[src/rtl/rv_muldiv_unit.sv]
// Iterative RV32M multiply/divide unit: one shared shift/add datapath, one bit per cycle,
// valid/ready on both sides, with divide-by-zero and signed-overflow resolved on accept.
module rv_muldiv_unit #(
  parameter int XLEN = 32
) (
  input  logic            clk,
  input  logic            reset,
  input  logic            in_valid,
  output logic            in_ready,
  input  logic [2:0]      op,
  input  logic [XLEN-1:0] A,
  input  logic [XLEN-1:0] B,
  input  logic            kill,
  output logic            out_valid,
  input  logic            out_ready,
  output logic [XLEN-1:0] result,
  output logic [3:0]      flags
);
  localparam int CW = $clog2(XLEN + 1);
  localparam logic [XLEN-1:0] INT_MIN = {1'b1, {(XLEN-1){1'b0}}};

  typedef enum logic [1:0] {IDLE, RUN, DONE} state_e;

  state_e          state_q, state_d;
  logic [CW-1:0]   cnt_q, cnt_d;
  logic [2:0]      op_q, op_d;
  logic            neg_q, neg_d;
  logic [XLEN-1:0] opnd_q, opnd_d;
  logic [XLEN:0]   hi_q, hi_d;
  logic [XLEN-1:0] lo_q, lo_d;
  logic [XLEN-1:0] result_q, result_d;
  logic [3:0]      flags_q, flags_d;

  logic            is_div, sign_a, sign_b, dz_case, ovf_case;
  logic [XLEN-1:0] mag_a, mag_b, special_res;

  always_comb begin
    is_div      = op[2];
    sign_a      = A[XLEN-1] & (is_div ? ~op[0] : (op == 3'b001 || op == 3'b010));
    sign_b      = B[XLEN-1] & (is_div ? ~op[0] : (op == 3'b001));
    mag_a       = sign_a ? -A : A;
    mag_b       = sign_b ? -B : B;
    dz_case     = is_div && (B == '0);
    ovf_case    = is_div && !op[0] && (A == INT_MIN) && (B == {XLEN{1'b1}});
    if (dz_case) special_res = op[1] ? A : {XLEN{1'b1}};
    else         special_res = op[1] ? {XLEN{1'b0}} : A;
  end

  // Multiply: hi accumulates the multiplicand, {hi,lo} shifts right as multiplier bits retire.
  // Divide: hi is the partial remainder, lo shifts dividend bits out and quotient bits in.
  logic [XLEN:0]   sum, shifted, trial, step_hi;
  logic [XLEN-1:0] step_lo;

  always_comb begin
    sum     = hi_q + {1'b0, (lo_q[0] ? opnd_q : {XLEN{1'b0}})};
    shifted = {hi_q[XLEN-1:0], lo_q[XLEN-1]};
    trial   = shifted - {1'b0, opnd_q};
    if (op_q[2]) begin
      step_hi = trial[XLEN] ? shifted : trial;
      step_lo = {lo_q[XLEN-2:0], ~trial[XLEN]};
    end else begin
      step_hi = {1'b0, sum[XLEN:1]};
      step_lo = {sum[0], lo_q[XLEN-1:1]};
    end
  end

  logic [2*XLEN-1:0] prod_mag, prod;
  logic [XLEN-1:0]   quo, rem, final_res;

  always_comb begin
    prod_mag = {step_hi[XLEN-1:0], step_lo};
    prod     = neg_q ? -prod_mag : prod_mag;
    quo      = neg_q ? -step_lo : step_lo;
    rem      = neg_q ? -step_hi[XLEN-1:0] : step_hi[XLEN-1:0];
    if (op_q[2])            final_res = op_q[1] ? rem : quo;
    else if (op_q == 3'b000) final_res = prod[XLEN-1:0];
    else                    final_res = prod[2*XLEN-1:XLEN];
  end

  always_comb begin
    state_d  = state_q;
    cnt_d    = cnt_q;
    op_d     = op_q;
    neg_d    = neg_q;
    opnd_d   = opnd_q;
    hi_d     = hi_q;
    lo_d     = lo_q;
    result_d = result_q;
    flags_d  = flags_q;
    case (state_q)
      IDLE: begin
        if (in_valid && !kill) begin
          op_d  = op;
          // REM only ever returns the remainder, so one recorded sign suffices per op.
          neg_d = (is_div && op[1]) ? sign_a : (sign_a ^ sign_b);
          if (dz_case || ovf_case) begin
            state_d  = DONE;
            result_d = special_res;
            flags_d  = {ovf_case, dz_case, special_res[XLEN-1], special_res == '0};
          end else begin
            state_d = RUN;
            cnt_d   = CW'(XLEN);
            hi_d    = '0;
            opnd_d  = is_div ? mag_b : mag_a;
            lo_d    = is_div ? mag_a : mag_b;
          end
        end
      end
      RUN: begin
        if (kill) begin
          state_d = IDLE;
        end else begin
          cnt_d = cnt_q - CW'(1);
          hi_d  = step_hi;
          lo_d  = step_lo;
          if (cnt_q == CW'(1)) begin
            state_d  = DONE;
            result_d = final_res;
            flags_d  = {2'b00, final_res[XLEN-1], final_res == '0};
          end
        end
      end
      DONE: begin
        if (kill || out_ready) state_d = IDLE;
      end
      default: state_d = IDLE;
    endcase
  end

  always_ff @(posedge clk) begin
    if (reset) begin
      state_q  <= IDLE;
      cnt_q    <= '0;
      op_q     <= '0;
      neg_q    <= 1'b0;
      opnd_q   <= '0;
      hi_q     <= '0;
      lo_q     <= '0;
      result_q <= '0;
      flags_q  <= '0;
    end else begin
      state_q  <= state_d;
      cnt_q    <= cnt_d;
      op_q     <= op_d;
      neg_q    <= neg_d;
      opnd_q   <= opnd_d;
      hi_q     <= hi_d;
      lo_q     <= lo_d;
      result_q <= result_d;
      flags_q  <= flags_d;
    end
  end

  assign in_ready  = (state_q == IDLE);
  assign out_valid = (state_q == DONE);
  assign result    = result_q;
  assign flags     = flags_q;
endmodule

[config.mk]
export PLATFORM = sky130hd
export DESIGN_NAME = rv_muldiv_unit
export DESIGN_NICKNAME = d
export VERILOG_FILES = /design/src/rtl/rv_muldiv_unit.sv
export SDC_FILE = /design/constraint.sdc
export NUM_CORES = 1
export LEC_CHECK = 0
export CAP_MARGIN = 20
export CORE_ASPECT_RATIO = 1.25
export CORE_MARGIN = 2
export CORE_UTILIZATION = 35
export CTS_BUF_LIST = sky130_fd_sc_hd__clkbuf_2
export CTS_CLUSTER_SIZE = 40
export DETAILED_ROUTE_END_ITERATION = 8
export HOLD_SLACK_MARGIN = 0.15
export PLACE_DENSITY = 0.49
export SYNTH_ARGS = -nofsm -noshare
export SYNTH_HDL_FRONTEND = slang
export SYNTH_SLANG_ARGS = --single-unit
[constraint.sdc]
create_clock -name clk -period 13.5 [get_ports clk]
set_input_delay 1.35 -clock clk [delete_from_list [all_inputs] [get_ports clk]]
set_output_delay 1.35 -clock clk [all_outputs]
set_load 0.05 [all_outputs]
==> results.yml <==
pwr:
  p_clk_share_pct: 12.9
  p_comb_share_pct: 62.8
  ir_worst_vdd_mv: 0.0548
  total_leakage_power_nw: 7.18
  p_per_area_nw_per_um2: 112
  p_seq_share_pct: 24.3
  swShare_pct: 55.3
  p_sw_mw: 1.21
  internal_power_mw: 0.980
yosys:
  ys_seq_area_share_pct: 16.2
  yosys.area_share.adder_pct: 5.39
  yosys-top-cells-count: "nor2_1 (334), nand2_1 (297), a21oi_1 (223)"
  synth_compound_area_share_pct: 31.8
  synth_xor_area_share_pct: 6.15
  muxShareOfSynthArea_pct: 4.24
  synth_top_area_cell: "dfxtp_1"
  synth_top_family_by_area: "compound AO/OA/AOI/OAI gates"
  ys_types: 106
  synth_top_area_share_pct: 16.2
  yosysMostFrequentCell: "nor2_1"
  syn_area_per_cell_um2: 6.77
  yosys_warnings: 0
  yosys_most_used_dff: "dfxtp_1"
  synth_area_leaders: "dfxtp_1 (16%), nor2_1 (7.0%), a21oi_1 (6.3%)"
  syn_inst: 2630
  synth_edf_count: 0
  synth-simple-area-share_pct: 30.5
  async_flop_share_pct: 0
  ys_ff_latch: 144
  synthesis.area_um2: 17800
  synth_nets: 2776
worst_setup_path:
  cp-start-kind: "register"
  rr_worst_depth: 30
  slowest_delay_ns: 0.80
  cp.required_ns: 14.37
  critPathCaptureType: "register"
  cp_common_cell: "ha_1"
  cp_data_arrival_time_ns: 9.90
  cp_slowest_cell: "inv_1"
  critPathKind: "reg2reg"
  critical_path.max_fanout: 43
sta:
  min_period_ns: 9.02
  clock-skew-final_ns: 0.0599
  drv_slew: 0
  post-route-period-util_pct: 66.8
  worst-slew-pin-transition_ns: 1.08
  max_freq_mhz: 111
  setup_violations: 0
  finalHoldViolations: 0
  slew_headroom_pct: 27.9
  rsz0062_at_grt: "false"
  setup-tns-final_ns: 0
die:
  die_h_um: 256
  dieArea_um2: 52700
  start_util_pct: 35.3
  chipWidth_um: 206
  ios: 110
  core_area_um2: 50400
  rows: 92
final_layout:
  fillerInstances: 5473
  drive_gt1_share_pct: 6.17
  area_delta_synth_final_pct: 9.81
  final_area_um2: 19600
  nNetsFinal: 2759
  final_cells: 3285
  fin_util_pct: 38.8
cts:
  h-tree-depth: 4
  cts.reportedPaths.clkPinSlew_ns: 0.26
  post_cts_buffers: 0
  holdBufCountCts: 0
  clock-sinks: 144
  cts_tree: "done"
  numCtsBuffers: 17
  cts_resized: 0
  cts_root_buffer: "clkbuf_2"
  insertion_delay_ns: 0.98
  cts_max_path_buffers: 2
global_route:
  antenna_found_initial: 2
  grt_max_degree: 112
  grt_usage_pct: 32.6
  overflow: 0
  grt_pass1_vias: 19400
  grt_pass1_wl_um: 129000
route:
  num_vias: 20700
  drt_first_pass_iters: 9
  drtAntennaViolNets: 0
  drc_errors: 0
  drt_wl_total_um: 87300
  routedWlPerCell_um: 26.6
  drt_iter0_drc: 1952
  vias_per_cell: 6.31
placed_design:
  portBuffers: 109
  placed_cell_area_um2: 19300
  hpwl_um: 68600
  placedCellCount: 3252
  routabilityCongestion: 0.986
job:
  maxCapViolCount: 0
worst_hold_path:
  min_path_type: "reg2reg"
  min_path_cells: 2
status:
  status: "finished clean"
metrics by stage:
step | setup slack (ns) | total power, mW | hold WS [ns]
4_1_cts | 4.58 | 2.17 | 0.477
5_1_grt | 4.19 | 2.30 | 0.501
3_5_place_dp | 4.63 | 1.88 | 0.450
2_1_floorplan | 7.08 | 1.41 | 0.440
3_3_place_gp | 4.91 | 1.88 | 0.446
6_report | 4.48 | 2.19 | 0.471
layout by cell type, fill, tap and decap left out, drive strengths merged, types with 25 or more instances in the layout:
cell,netlist,routed
and2,47,47
nand2b,33,33
a31oi,29,29
xnor2,64,64
a211oi,72,72
nor3,104,104
a21oi,226,226
ha,72,72
nand3,54,54
a22oi,36,36
or3,36,36
nor2,335,335
o21ai,156,156
a21o,25,25
xor2,61,61
mux2i,62,62
dfxtp,144,144
buf,36,38
o211ai,66,66
nor4,33,33
inv,75,81
clkdlybuf4s50,0,107
nand2,297,297
nand4,63,63
registers in the layout (all words and copies together) (netlist names):
register  cells
result       31
cnt_q         6
opnd_q       32
hi_q         33
lo_q         32
flags         4
state_q       2
op_q          3
neg_q         1
cell type report:
cell class	instances	area (µm²)	share of cell area (%)
inverter	76	285	1.46
timing repair buffer	145	1370	6.98
tap	658	823	4.21
sequential	144	2890	14.8
clock buffer	18	90.1	0.460
clock inverter	14	148	0.755
multi-input combinational	2229	14000	71.4
antenna	1	2.50	0.0128
critical path: cells and delay by family, from the launching register on:
kind	cells	cell delay, ns
flops	1	0.51
buf+inv	4	1.41
compound gates	13	3.58
fa+ha+maj	4	1.15
simple gates	9	2.23
cell families after synthesis:
logic type / after synthesis
buffers and inverters: 257
AOI/OAI and AO/OA: 834
DFF: 144
adders and majority gates: 76
xor gates and xnor gates: 125
muxes: 74
and+or+nand+nor: 1120
path summary, 6_finish.rpt:
path / slack [ns] / end / startpoint
worst max register to register: 4.48 / flags[0]$_SDFFE_PP0P_ / lo_q[31]$_SDFFE_PP0P_
worst min-delay path: 0.47 / result[17]$_SDFFE_PP0P_ / result[17]$_SDFFE_PP0P_
worst min register to register: 0.47 / result[17]$_SDFFE_PP0P_ / result[17]$_SDFFE_PP0P_
worst max-delay path: 4.48 / flags[0]$_SDFFE_PP0P_ / lo_q[31]$_SDFFE_PP0P_
power by group through the flow:
| stage | sequential [mW] | combinational [mW] | clock, mW |
|---|---|---|---|
| 6_report | 0.533 | 1.38 | 0.282 |
| 4_1_cts | 0.531 | 1.35 | 0.291 |
| 3_3_place_gp | 0.539 | 1.34 | 0 |
| 5_1_grt | 0.541 | 1.46 | 0.302 |
| 3_5_place_dp | 0.540 | 1.34 | 0 |
| 2_1_floorplan | 0.520 | 0.887 | 0 |
layer usage:
metal | wire length, µm | part of all wire (%) | global-route usage [%] | vias to the layer above
li1 | - | - | - | 9717
met1 | 35400 | 41 | 39.5 | 9957
met2 | 42400 | 49 | 55.9 | 843
met3 | 4580 | 5.2 | 3.77 | 211
met4 | 4960 | 5.7 | 17.2 | 0
met5 | 0 | 0 | 0 | -
Note: power is estimated with default switching activity, not from simulation.
